--- config.mk ---
export PLATFORM = sky130hd
export DESIGN_NAME = stack_ctrl_flat
export DESIGN_NICKNAME = d
export VERILOG_FILES = /design/src/rtl/stack_pkg.sv /design/src/rtl/stack_ctrl_if.sv /design/src/rtl/stack_ctrl.sv /design/src/flat_wrapper.sv
export SDC_FILE = /design/constraint.sdc
export NUM_CORES = 1
export LEC_CHECK = 0
export ABC_CLOCK_PERIOD_IN_PS = 3900
export CORE_UTILIZATION = 47
export DETAILED_ROUTE_END_ITERATION = 12
export MAX_ROUTING_LAYER = met4
export PLACE_DENSITY_LB_ADDON = 0.2
export RECOVER_POWER = 50
export SYNTH_ARGS = -nofsm -noshare
export SYNTH_HDL_FRONTEND = slang
export SYNTH_SLANG_ARGS = --single-unit
--- constraint.sdc ---
create_clock -name CLK -period 3.9 [get_ports CLK]
set_input_delay 0.975 -clock CLK [delete_from_list [all_inputs] [get_ports CLK]]
set_output_delay 0.975 -clock CLK [all_outputs]
set_load 0.05 [all_outputs]
--- src/rtl/stack_pkg.sv ---
// stack_pkg: shared constants, depth width and FSM state type for the stack controller.
package stack_pkg;
    localparam int DW_DEF        = 16;
    localparam int SP_TOP_DEF    = 8191;
    localparam int DEPTH_MAX_DEF = 1024;
    localparam int DEPTH_W       = $clog2(DEPTH_MAX_DEF) + 1;
    typedef enum logic [2:0] {INIT, IDLE, PUSH, POP_RD, POP_WAIT} state_e;
endpackage

--- src/rtl/stack_ctrl_if.sv ---
// stack_ctrl_if: datapath request, SP register and data-memory signals of the stack controller.
interface stack_ctrl_if import stack_pkg::*; #(
    parameter int DW  = DW_DEF,
    parameter int DPW = DEPTH_W
);
    logic          push_req;
    logic          pop_req;
    logic [DW-1:0] push_data;
    logic          req_ready;
    logic [DW-1:0] sp_in;
    logic [DW-1:0] sp_next;
    logic          sp_write;
    logic [DW-1:0] mem_addr;
    logic [DW-1:0] mem_wdata;
    logic          mem_we;
    logic          mem_re;
    logic [DW-1:0] mem_rdata;
    logic [DW-1:0] pop_data;
    logic          pop_valid;
    logic [DPW-1:0] depth;
    logic          overflow;
    logic          underflow;
    logic          clr_err;
    modport slave (
        input  push_req, pop_req, push_data, sp_in, mem_rdata, clr_err,
        output req_ready, sp_next, sp_write, mem_addr, mem_wdata, mem_we, mem_re,
               pop_data, pop_valid, depth, overflow, underflow
    );
    modport master (
        output push_req, pop_req, push_data, sp_in, mem_rdata, clr_err,
        input  req_ready, sp_next, sp_write, mem_addr, mem_wdata, mem_we, mem_re,
               pop_data, pop_valid, depth, overflow, underflow
    );
endinterface

--- src/rtl/stack_ctrl.sv ---
// stack_ctrl: empty-descending stack sequencer driving the SP register and data memory,
// with depth tracking and sticky overflow/underflow flags.
module stack_ctrl import stack_pkg::*; #(
    parameter int DW        = DW_DEF,
    parameter int SP_TOP    = SP_TOP_DEF,
    parameter int DEPTH_MAX = DEPTH_MAX_DEF
) (
    input  logic        CLK,
    input  logic        RST_N,
    stack_ctrl_if.slave bus
);
    localparam int DPW = $clog2(DEPTH_MAX) + 1;
    state_e         state_q, state_d;
    logic [DW-1:0]  addr_q, addr_d, data_q, data_d;
    logic [DW-1:0]  pop_data_q, pop_data_d, sp_next_q;
    logic [DPW-1:0] depth_q, depth_d;
    logic           ovf_q, ovf_d, udf_q, udf_d, pop_valid_q, pop_valid_d;
    always_ff @(posedge CLK or negedge RST_N) begin
        if (!RST_N) begin
            state_q     <= INIT;
            addr_q      <= '0;
            data_q      <= '0;
            pop_data_q  <= '0;
            sp_next_q   <= DW'(SP_TOP);
            depth_q     <= '0;
            ovf_q       <= 1'b0;
            udf_q       <= 1'b0;
            pop_valid_q <= 1'b0;
        end else begin
            state_q     <= state_d;
            addr_q      <= addr_d;
            data_q      <= data_d;
            pop_data_q  <= pop_data_d;
            sp_next_q   <= bus.sp_next;
            depth_q     <= depth_d;
            ovf_q       <= ovf_d;
            udf_q       <= udf_d;
            pop_valid_q <= pop_valid_d;
        end
    end
    // Memory address always comes from addr_q so it stays put while the SP register updates mid-cycle.
    always_comb begin
        state_d       = state_q;
        addr_d        = addr_q;
        data_d        = data_q;
        depth_d       = depth_q;
        pop_data_d    = pop_data_q;
        pop_valid_d   = 1'b0;
        ovf_d         = ovf_q && !bus.clr_err;
        udf_d         = udf_q && !bus.clr_err;
        bus.req_ready = 1'b0;
        bus.sp_write  = 1'b0;
        bus.sp_next   = sp_next_q;
        bus.mem_addr  = '0;
        bus.mem_wdata = '0;
        bus.mem_we    = 1'b0;
        bus.mem_re    = 1'b0;
        case (state_q)
            INIT: begin
                bus.sp_write = RST_N;
                bus.sp_next  = DW'(SP_TOP);
                state_d      = IDLE;
            end
            IDLE: begin
                bus.req_ready = 1'b1;
                if (bus.push_req) begin
                    addr_d = bus.sp_in;
                    data_d = bus.push_data;
                    if (depth_q == DPW'(DEPTH_MAX)) ovf_d = 1'b1;
                    else state_d = PUSH;
                end else if (bus.pop_req) begin
                    addr_d = bus.sp_in + DW'(1);
                    if (depth_q == '0) udf_d = 1'b1;
                    else state_d = POP_RD;
                end
            end
            PUSH: begin
                bus.mem_addr  = addr_q;
                bus.mem_wdata = data_q;
                bus.mem_we    = 1'b1;
                bus.sp_next   = addr_q - DW'(1);
                bus.sp_write  = 1'b1;
                depth_d       = depth_q + DPW'(1);
                state_d       = IDLE;
            end
            POP_RD: begin
                bus.mem_addr = addr_q;
                bus.mem_re   = 1'b1;
                bus.sp_next  = addr_q;
                bus.sp_write = 1'b1;
                depth_d      = depth_q - DPW'(1);
                state_d      = POP_WAIT;
            end
            POP_WAIT: begin
                pop_data_d  = bus.mem_rdata;
                pop_valid_d = 1'b1;
                state_d     = IDLE;
            end
            default: state_d = INIT;
        endcase
    end
    assign bus.pop_data  = pop_data_q;
    assign bus.pop_valid = pop_valid_q;
    assign bus.depth     = depth_q;
    assign bus.overflow  = ovf_q;
    assign bus.underflow = udf_q;
endmodule
--- src/flat_wrapper.sv ---
// flat-port wrapper written by rule: the top's interface ports become plain ports
module stack_ctrl_flat import stack_pkg::*;
#(
    parameter int DW        = DW_DEF,
    parameter int SP_TOP    = SP_TOP_DEF,
    parameter int DEPTH_MAX = DEPTH_MAX_DEF
)
  (CLK, RST_N, bus_push_req, bus_pop_req, bus_push_data, bus_sp_in, bus_mem_rdata, bus_clr_err, bus_req_ready, bus_sp_next, bus_sp_write, bus_mem_addr, bus_mem_wdata, bus_mem_we, bus_mem_re, bus_pop_data, bus_pop_valid, bus_depth, bus_overflow, bus_underflow);
  stack_ctrl_if #(.DW(DW)) bus_i ();
  input  logic CLK;
  input  logic RST_N;
  input wire logic [$bits(bus_i.push_req)-1:0] bus_push_req;
  input wire logic [$bits(bus_i.pop_req)-1:0] bus_pop_req;
  input wire logic [$bits(bus_i.push_data)-1:0] bus_push_data;
  input wire logic [$bits(bus_i.sp_in)-1:0] bus_sp_in;
  input wire logic [$bits(bus_i.mem_rdata)-1:0] bus_mem_rdata;
  input wire logic [$bits(bus_i.clr_err)-1:0] bus_clr_err;
  output wire logic [$bits(bus_i.req_ready)-1:0] bus_req_ready;
  output wire logic [$bits(bus_i.sp_next)-1:0] bus_sp_next;
  output wire logic [$bits(bus_i.sp_write)-1:0] bus_sp_write;
  output wire logic [$bits(bus_i.mem_addr)-1:0] bus_mem_addr;
  output wire logic [$bits(bus_i.mem_wdata)-1:0] bus_mem_wdata;
  output wire logic [$bits(bus_i.mem_we)-1:0] bus_mem_we;
  output wire logic [$bits(bus_i.mem_re)-1:0] bus_mem_re;
  output wire logic [$bits(bus_i.pop_data)-1:0] bus_pop_data;
  output wire logic [$bits(bus_i.pop_valid)-1:0] bus_pop_valid;
  output wire logic [$bits(bus_i.depth)-1:0] bus_depth;
  output wire logic [$bits(bus_i.overflow)-1:0] bus_overflow;
  output wire logic [$bits(bus_i.underflow)-1:0] bus_underflow;
  assign bus_i.push_req = bus_push_req;
  assign bus_i.pop_req = bus_pop_req;
  assign bus_i.push_data = bus_push_data;
  assign bus_i.sp_in = bus_sp_in;
  assign bus_i.mem_rdata = bus_mem_rdata;
  assign bus_i.clr_err = bus_clr_err;
  assign bus_req_ready = bus_i.req_ready;
  assign bus_sp_next = bus_i.sp_next;
  assign bus_sp_write = bus_i.sp_write;
  assign bus_mem_addr = bus_i.mem_addr;
  assign bus_mem_wdata = bus_i.mem_wdata;
  assign bus_mem_we = bus_i.mem_we;
  assign bus_mem_re = bus_i.mem_re;
  assign bus_pop_data = bus_i.pop_data;
  assign bus_pop_valid = bus_i.pop_valid;
  assign bus_depth = bus_i.depth;
  assign bus_overflow = bus_i.overflow;
  assign bus_underflow = bus_i.underflow;
  stack_ctrl #(.DW(DW), .SP_TOP(SP_TOP), .DEPTH_MAX(DEPTH_MAX)) u_core (.CLK(CLK), .RST_N(RST_N), .bus(bus_i));
endmodule
==> summary.txt, run 1 <==
Layout
  • Commonest non-fill, non-tap cell in the layout: clkdlybuf4s50_1
  • Final core utilization: about 70%
  • Most frequent cells in the layout: 97 x clkdlybuf4s50_1, 68 x dfrtp_1, 40 x nor2_1
  • Total Nets Final: 633
  • Antenna Diode Count: 0
  • Layout cell share with drive strength beyond 1: between 10% and 20%
  • Layout area overhead: 39.8%
  • Fillers: ~700

Die
  • Row count: 34
  • Die ar.: between 9000 and 10000 um2
  • Die width: slightly below 100 um
  • Die Ht: between 90 and 100 um
  • I/O pin count: between 100 and 150
  • Core Region: just under 9000 um2
  • Starting Density: around half

Placed design
  • PortBufs: around 130
  • Gp weighted congestion: just under 0.9
  • Post-DP HPWL: approximately 8000 um

Setup path
  • Critical Path RT: 2.92 ns
  • Crit path launch: u_core.addr_q[6]
  • Reg2reg start: u_core.state_q[1]
  • CP max FO: 5
  • Crit Path Category: flip-flop to output pin
  • Crit path arrival time: around 2.7 ns
  • CP Capture Type: output pin
  • Startpoint Class: flip-flop

Timing
  • Fin crit share: between 90 and 100%
  • RSZ-0062 raised after global routing: false
  • Worst clock skew: 0.00834 ns
  • Hold Violations, Final: 0
  • Fmax: between 0.2 and 0.3 GHz
  • Fin. max-slew vios: 54
  • Endpoints failing setup: 0
  • Fin crit period: between 3 and 4 ns
  • Final TNS setup: 0 ns
  • Worst-Margin Slew: 2.38 ns
  • Slew headroom: -59.1%

Logic synthesis
  • Syn Area/Cell: approximately 10 um2
  • Yosys reg bits: about 80
  • Cell area after synthesis: 4390 um2
  • Synth unique cells: 51
  • Number of enable flip-flop cells after synthesis: 0
  • Sequential area share after synthesis: between 40% and 50%
  • Primary flip-flop cell chosen by synthesis mapping: dfrtp_1
  • Async S/R FF share, synth: 100%
  • Synth warnings: 0
  • Mapped Cells: between 400 and 500
  • Mapped Nets: 500

Drt
  • Routed Antenna Nets: 0
  • Max Used Layer: met4
  • Met2 wire length: 5280 um
  • Vias post-DR: around 3700
  • Met3 wire length: around 540 um
  • Vias/cell: between 5 and 6
  • TritonRoute pass-1 iters: 5
  • Initial drt markers: 177
  • DRC Markers: 0
  • Met1 wire length: between 4000 and 5000 um
  • Drt wl/cell: approximately 16 um
  • Post-Route WL: 10800 um

Clocking
  • CTS buffer count: 9
  • Clock Latency Late Sink: ~0.36 ns
  • Htree depth: 3
  • Longest Clk Path Bufs: 2
  • CTS sink count: 81
  • Post_cts resized: 0
  • Root Buffer: clkbuf_8
  • Clock tree from TritonCTS: yes
  • Hold buffer count at CTS: 0
  • Setup bufs post-CTS: 0
  • CTS clk-pin slew, worst paths: 0.09 ns

Global routing
  • Vias in the first global route: roughly 3500
  • First-pass GRT wire length: roughly 18000 um
  • Grt ovf: 0
  • GRT Overall Usage: a little under a quarter
  • Antenna violations before repair: 0
  • Largest net degree at the start of global routing: 48

Run
  • Max-cap violation count: 2

Hold path
  • Worst min-delay path startpoint: u_core.data_q[13]
  • Hold Crit Class: flip-flop to flip-flop

Status
  • Status: finished, violations left
  • Failing checks: max-capacitance violations, max-slew violations
-- synth_stat cells, types with 3 or more instances --
| library cell | n | area share, % |
|---|---|---|
| nand3_1 | 9 | 1.0 |
| and3_1 | 18 | 2.6 |
| nand3b_1 | 5 | 0.86 |
| nor3_1 | 13 | 1.5 |
| mux2i_1 | 5 | 1.1 |
| mux2_2 | 31 | 8.0 |
| clkbuf_1 | 12 | 1.0 |
| dfrtp_1 | 68 | 39 |
| ha_1 | 11 | 3.1 |
| o21ai_1 | 3 | 0.34 |
| a21oi_1 | 33 | 3.8 |
| buf_1 | 5 | 0.43 |
| dfstp_2 | 13 | 7.8 |
| nor2_1 | 40 | 3.4 |
| xor2_1 | 15 | 3.0 |
| xnor2_1 | 15 | 3.0 |
| and2_1 | 18 | 2.6 |
| a211oi_1 | 3 | 0.51 |
| a21o_1 | 4 | 0.68 |
| inv_1 | 8 | 0.68 |
| nand2b_1 | 3 | 0.43 |
| buf_2 | 4 | 0.46 |
| nor2b_1 | 5 | 0.71 |
| nor4_1 | 3 | 0.43 |
| nand2_1 | 33 | 2.8 |
| o21ai_0 | 15 | 1.7 |
| nand4b_1 | 7 | 1.4 |
| o22ai_1 | 6 | 0.86 |
-- stage by stage --
stage / hold slack [ns] / cell area, um2 / worst slack, ns / instances
after floorplan: 0.450 / 4390 / 0.356 / 435
after global placement: 0.462 / 5960 / 0.749 / 665
after detailed placement: 0.469 / 5960 / 0.690 / 665
after CTS: 0.490 / 6170 / 0.295 / 681
after global routing: 0.513 / 6130 / 0.0788 / 681
final: 0.487 / 6130 / 0.218 / 681
-- cell families after synthesis --
| family | share of synthesized area [%] |
|---|---|
| simple gates | 20.8 |
| mux | 9.36 |
| compound gates | 10.4 |
| fa+ha+maj | 3.59 |
| buf+inv | 3.19 |
| xor+xnor | 5.99 |
| flops | 46.6 |
-- final timing paths --
path                                          endpoint  slack, ns  cells after the start
worst max-delay path                   bus_sp_next[13]       0.22                      6
worst min-delay path                 u_core.data_q[13]       0.49                      1
worst max register to register  u_core.bus.pop_data[4]       0.62                      3
worst min register to register       u_core.data_q[13]       0.49                      1
max in group asynchronous             u_core.data_q[6]       0.67                      3
min in group asynchronous          u_core.bus.depth[3]       1.35                      2
-- registers in the layout, summed over array words and instances, names as in the netlist --
signal,flops
u_core.bus.overflow,1
u_core.bus.pop_valid,1
u_core.addr_q,16
u_core.sp_next_q,16
u_core.bus.depth,11
u_core.bus.underflow,1
u_core.data_q,16
u_core.bus.pop_data,16
u_core.state_q,3
-- area by class of cell --
type                    count  area [um2]  share of cell area (%)
multi-input cells         322        2200                    35.8
flip-flops and latches     81        2040                    33.3
repair buffers            145        1510                    24.6
well taps                 108         135                    2.20
clock buffers              11         131                    2.14
clock inverters             5        80.1                    1.31
inverters                   9        33.8                   0.551
-- critical path, stage by stage (launching register included) --
cell	delay, ns
dfrtp_1	0.43
or4_1	0.67
nor4b_4	0.40
nand3_1	0.16
xor2_1	0.16
o21ai_0	0.34
buf_12	0.19
-- per-layer routing --
metal  global-route usage, %  up-vias
met1                    31.3     1753
met2                    37.9      135
met4                    8.50        0
met5                       -        -
met3                    3.40       23
li1                        -     1790
Power of run 1 is left out: the tool's default activity adds up to more than one toggle a clock period on the data nets, which glitch-free logic cannot reach.
==> run 2: changes to the inputs <==
==> constraint.sdc (replaced) <==
create_clock -name CLK -period 3.9 [get_ports CLK]
set_input_delay 0.585 -clock CLK [delete_from_list [all_inputs] [get_ports CLK]]
set_output_delay 0.585 -clock CLK [all_outputs]
set_load 0.05 [all_outputs]
==> summary.txt, run 2 (synthesis gave the netlist of run 1 again) <==
Timing
  • Fin crit share: 95.2% (was 94.4%)
  • Slew headroom: -55.9% (was -59.1%)
  • Worst-Margin Slew: 2.33 ns (was 2.38 ns)
  • RSZ-0062 raised after global routing: false (unchanged)
  • Endpoints failing setup: 0 (unchanged)
  • Fin crit period: 3.71 ns (was 3.68 ns)
  • Final TNS setup: 0 ns (unchanged)
  • Hold Violations, Final: 0 (unchanged)
  • Worst clock skew: 0.00855 ns (was 0.00834 ns)
  • Fmax: 0.269 GHz (was 0.272 GHz)
  • Fin. max-slew vios: 100 (was 54)
  • Worst hold slack: 0.502 ns (was 0.487 ns)

Die
  • Row count: 34 (unchanged)
  • Die ar.: 9720 um2 (unchanged)
  • Die width: 98.6 um (unchanged)
  • I/O pin count: 135 (unchanged)
  • Core Region: 8890 um2 (unchanged)
  • Starting Density: 49.3% (unchanged)
  • Die Ht: 98.6 um (unchanged)

Clocking
  • Setup bufs post-CTS: 0 (unchanged)
  • Root Buffer: clkbuf_8 (unchanged)
  • Htree depth: 3 (unchanged)
  • CTS buffer count: 9 (unchanged)
  • CTS sink count: 81 (unchanged)
  • Clock tree from TritonCTS: yes (unchanged)
  • CTS clk-pin slew, worst paths: 0.08 ns (was 0.09 ns)
  • Longest Clk Path Bufs: 2 (unchanged)
  • Post_cts resized: 0 (unchanged)
  • Hold buffer count at CTS: 0 (unchanged)
  • Clock Latency Late Sink: 0.35 ns (was 0.36 ns)

Drt
  • Vias/cell: 5.45 (was 5.43)
  • Routed Antenna Nets: 0 (unchanged)
  • Initial drt markers: 176 (was 177)
  • TritonRoute pass-1 iters: 7 (was 5)
  • Drt wl/cell: 15.9 um (was 15.8 um)
  • Vias post-DR: 3692 (was 3701)
  • Post-Route WL: 10800 um (about the same)
  • DRC Markers: 0 (unchanged)

Layout
  • Fin area: 6000 um2 (was 6130 um2)
  • Total Nets Final: 629 (was 633)
  • Most frequent cells in the layout: 94 x clkdlybuf4s50_1, 68 x dfrtp_1, 39 x nor2_1 (was 97 x clkdlybuf4s50_1, 68 x dfrtp_1, 40 x nor2_1)
  • Final core utilization: 67.5% (was 69.0%)
  • Antenna Diode Count: 0 (unchanged)
  • Layout area overhead: 36.8% (was 39.8%)
  • Commonest non-fill, non-tap cell in the layout: clkdlybuf4s50_1 (unchanged)
  • Layout cell share with drive strength beyond 1: 15.6% (was 18.7%)

Status
  • Status: finished, violations left (unchanged)
  • Failing checks: max-capacitance violations, max-slew violations (unchanged)

Setup path
  • Startpoint Class: flip-flop (unchanged)
  • Crit Path Category: flip-flop to output pin (unchanged)
  • Crit path max-delay family: simple AND/OR/NAND/NOR gates (unchanged)
  • Critical Path, Cell by Cell: inv_1 > ha_1 > or4b_4 > nor4_4 > nand3b_1 > xor2_1 > o21ai_1 > clkdlybuf4s50_1 (was or4_1 > nor4b_4 > nand3_1 > xor2_1 > o21ai_0 > buf_12)
  • Critical Path RT: 3.31 ns (was 2.92 ns)
  • Max incr delay on CP: 0.83 ns (was 0.67 ns)
  • Crit path arrival time: 3.13 ns (was 2.71 ns)
  • CP max FO: 5 (unchanged)
  • CP Capture Type: output pin (unchanged)
  • Buffers & Inverters on Critical Path: 2 (was 1)
  • Worst path slowest cell: clkdlybuf4s50_1 (was or4_1)

Global routing
  • First-pass GRT wire length: 17600 um (was 17700 um)
  • GRT Overall Usage: 23.7% (was 23.8%)
  • Grt ovf: 0 (unchanged)
  • Antenna violations before repair: 0 (unchanged)
  • Largest net degree at the start of global routing: 82 (was 48)
  • Vias in the first global route: 3562 (was 3541)

Run
  • Max-cap violation count: 2 (unchanged)

Placed design
  • Post-DP HPWL: 7870 um (was 7970 um)
  • Gp weighted congestion: 0.874 (was 0.895)
  • Area post-placement: 5780 um2 (was 5960 um2)
  • PortBufs: 134 (unchanged)

Hold path
  • Hold Crit Class: flip-flop to flip-flop (unchanged)

Pwr
  • Leakage: 2.52 nW
  • Pwr Density: around 1000 nW/um2
  • Total power: 6.10 mW
  • Worst vdd ir: about 0.58 mV
[run 2: final timing paths]
check / startpoint / to / slack, ns / depth (start not counted)
max in group asynchronous: RST_N / u_core.data_q[2] / 1.72 / 2
hold / removal: u_core.data_q[13] / u_core.data_q[13] / 0.50 / 1
min in group asynchronous: RST_N / u_core.bus.depth[2] / 1.03 / 2
hold reg to reg: u_core.data_q[13] / u_core.data_q[13] / 0.50 / 1
setup reg to reg: u_core.state_q[1] / u_core.bus.pop_data[8] / 0.73 / 2
setup / recovery: u_core.addr_q[0] / bus_sp_next[14] / 0.19 / 8
[run 2: layout make-up]
cell class	instances	area (um2)
Clock buffer	10	128
Multi-Input combinational cell	322	2200
Sequential cell	81	2040
Clock inverter	6	108
Tap cell	108	135
Timing Repair Buffer	141	1350
Inverter	9	33.8
Fill cell	721	2890
[run 2: routing by layer]
| layer | share of wire [%] | vias up | GRT usage, % | routed length, um |
|---|---|---|---|---|
| met5 | 0 | - | - | 0 |
| met4 | 2.2 | 0 | 8.27 | 236 |
| met3 | 5.2 | 19 | 4.68 | 560 |
| met2 | 48 | 124 | 38.1 | 5180 |
| met1 | 44 | 1762 | 30.1 | 4780 |
| li1 | - | 1787 | - | - |
[run 2: report_power, final]
| group | internal, mW | total, mW | switching (mW) |
|---|---|---|---|
| clock network | 0.423 | 0.734 | 0.310 |
| registers | 1.26 | 1.60 | 0.346 |
| logic | 1.31 | 3.76 | 2.45 |
[run 2: stage by stage]
step | worst slack (ns) | cells
3_5_place_dp | 0.556 | 661
4_1_cts | 0.166 | 677
6_report | 0.187 | 677
5_1_grt | 0.00734 | 677
3_3_place_gp | 0.598 | 661
2_1_floorplan | 0.356 | 435
Note: power is estimated with default switching activity, not from simulation.
==> RTL change: new RTL, flow settings as in run 1 <==
`addr_q`, `data_q` and `pop_data_q` no longer have a reset.
--- a/src/rtl/stack_ctrl.sv
+++ b/src/rtl/stack_ctrl.sv
@@ -18,9 +18,6 @@
     always_ff @(posedge CLK or negedge RST_N) begin
         if (!RST_N) begin
             state_q     <= INIT;
-            addr_q      <= '0;
-            data_q      <= '0;
-            pop_data_q  <= '0;
             sp_next_q   <= DW'(SP_TOP);
             depth_q     <= '0;
             ovf_q       <= 1'b0;
@@ -28,15 +25,18 @@
             pop_valid_q <= 1'b0;
         end else begin
             state_q     <= state_d;
-            addr_q      <= addr_d;
-            data_q      <= data_d;
-            pop_data_q  <= pop_data_d;
             sp_next_q   <= bus.sp_next;
             depth_q     <= depth_d;
             ovf_q       <= ovf_d;
             udf_q       <= udf_d;
             pop_valid_q <= pop_valid_d;
         end
+    end
+
+    always_ff @(posedge CLK) begin
+        addr_q     <= addr_d;
+        data_q     <= data_d;
+        pop_data_q <= pop_data_d;
     end
     // Memory address always comes from addr_q so it stays put while the SP register updates mid-cycle.
     always_comb begin
Function: differs if RST_N is asserted again (counterexample within 10 cycles, from zero or initial values and one cycle with RST_N low); with RST_N held inactive, the same outputs for 10 cycles.
==> RTL change against run 1 <==
The run still ends with max-capacitance violations, max-slew violations left; global-route usage shrank 1.3 points; final area down 4.9%; area after synthesis shrank 7.0%; setup slack improved by 0.19 ns; wire length decreased by 9.4%; sequential cell count unchanged; non-clock buffer count decreased by 4; sequential share of layout area increased by 5.8 points.
==> RTL change: results <==
[job]
max_cap_viol_count = 2

[routing]
drtIter0Drc = 166
via_per_inst = 5.42
dr.pass1.iters = 4

[placement]
hpwl_um = 7150
post-place-ws_ns = 0.779
gp_congestion = 0.886

[final_layout]
fin_cells = 612
nNetsFinal = 567
drive_above_1_share_pct = 14.6

[critical_path]
slowest_delay_ns = 0.91
r2r-end = u_core.bus.depth[8]
cp_max_fo = 22
r2r_start = u_core.state_q[0]
endpoint = bus_req_ready
rrSetupSlack_ns = 0.89
r2r_cells = 7
slowest_stage = clkdlybuf4s50_1
arrival_ns = 2.51

[synthesis]
yosys-top-cells-area = edfxtp_1, dfrtp_1, dfstp_2, xnor2_1, ha_1
yosysSeqAreaShare_pct = 56.0
synth_commonest_cells = edfxtp_1, nand2_1, and3_1, nor2_1
syn-num-nets = 434
synth_edf_count = 48
synth_cells = 369

[run_status]
outcome = finished, violations left
violations = max-capacitance violations, max-slew violations

[sta]
slew_headroom_pct = -48.7
drv_slew = 52

[global_route]
grt_pass1_wl_um = 15100
grt_usage_pct = 22.5
grt_pass1_vias = 3149
[RTL change: changes by cell type in the layout (fill, tap and decap cells not counted), moves of 19 or more]
cell             change
dfrtp_1             -48
clkdlybuf4s50_1     -31
mux2_2              -29
edfxtp_1            +48
nor2_1              -19
dlygate4sd3_1       +32
a21oi_1             -21
[RTL change: layout make-up]
type	count	area (um2)	area share (%)
tap	105	131	2.25
clock inverter	7	77.6	1.33
multi-input combinational	260	1690	28.9
clock buffer	9	124	2.12
inverter	9	33.8	0.579
sequential	81	2280	39.2
timing repair buffer	141	1490	25.6
[RTL change: per-stage QoR]
step / instance area [um2] / power [W] / hold slack, ns
floorplan: 4080 / 0.00345 / 0.679
global placement: 5650 / 0.00461 / 0.513
detailed placement: 5650 / 0.00468 / 0.508
CTS: 5850 / 0.00531 / 0.535
global route: 5830 / 0.00554 / 0.559
finish: 5830 / 0.00527 / 0.532
[RTL change: cell families (layout without fill, tap and decap cells)]
| logic type | after synthesis | after routing | synth area share [%] |
|---|---|---|---|
| AND/OR/NAND/NOR | 155 | 155 | 20.6 |
| adder cells (fa/ha/maj) | 12 | 12 | 3.86 |
| AO/OA/AOI/OAI | 60 | 60 | 9.51 |
| XOR/XNOR | 29 | 29 | 6.22 |
| flip-flops | 81 | 81 | 56.0 |
| buffers and inverters | 28 | 166 | 2.76 |
| multiplexers | 4 | 4 | 1.04 |
[RTL change: report_power, final]
group / total [W] / internal, W / leakage (nW) / switching, W
Combinational: 0.00317 / 0.00119 / 1.38 / 0.00198
Clock: 0.000630 / 0.000302 / 0.100 / 0.000328
Sequential: 0.00147 / 0.00125 / 0.835 / 0.000218
[RTL change: critical path, delay by kind of cell (launching register included)]
family	cells	cell delay, ns
AND/OR/NAND/NOR	1	0.51
flip-flops	1	0.75
buffers and inverters	1	0.91
[RTL change: worst min-delay path by stage]
stage	slack, ns	cells past startpoint	from	to
CTS	0.53	1	u_core.sp_next_q[14]	u_core.sp_next_q[14]
global placement	0.51	1	u_core.sp_next_q[14]	u_core.sp_next_q[14]
finish	0.53	1	u_core.sp_next_q[14]	u_core.sp_next_q[14]
global route	0.56	1	u_core.sp_next_q[14]	u_core.sp_next_q[14]
floorplan	0.68	0	RST_N	u_core.bus.depth[0]
detailed placement	0.51	1	u_core.sp_next_q[14]	u_core.sp_next_q[14]
[RTL change: routing by layer]
layer | vias to the layer above | GRT usage [%] | share of wire (%)
met3 | 9 | 3.43 | 4.8
met2 | 111 | 38.4 | 52
met4 | 0 | 7.70 | 1.2
met5 | - | - | 0
met1 | 1595 | 27.2 | 42
li1 | 1604 | - | -
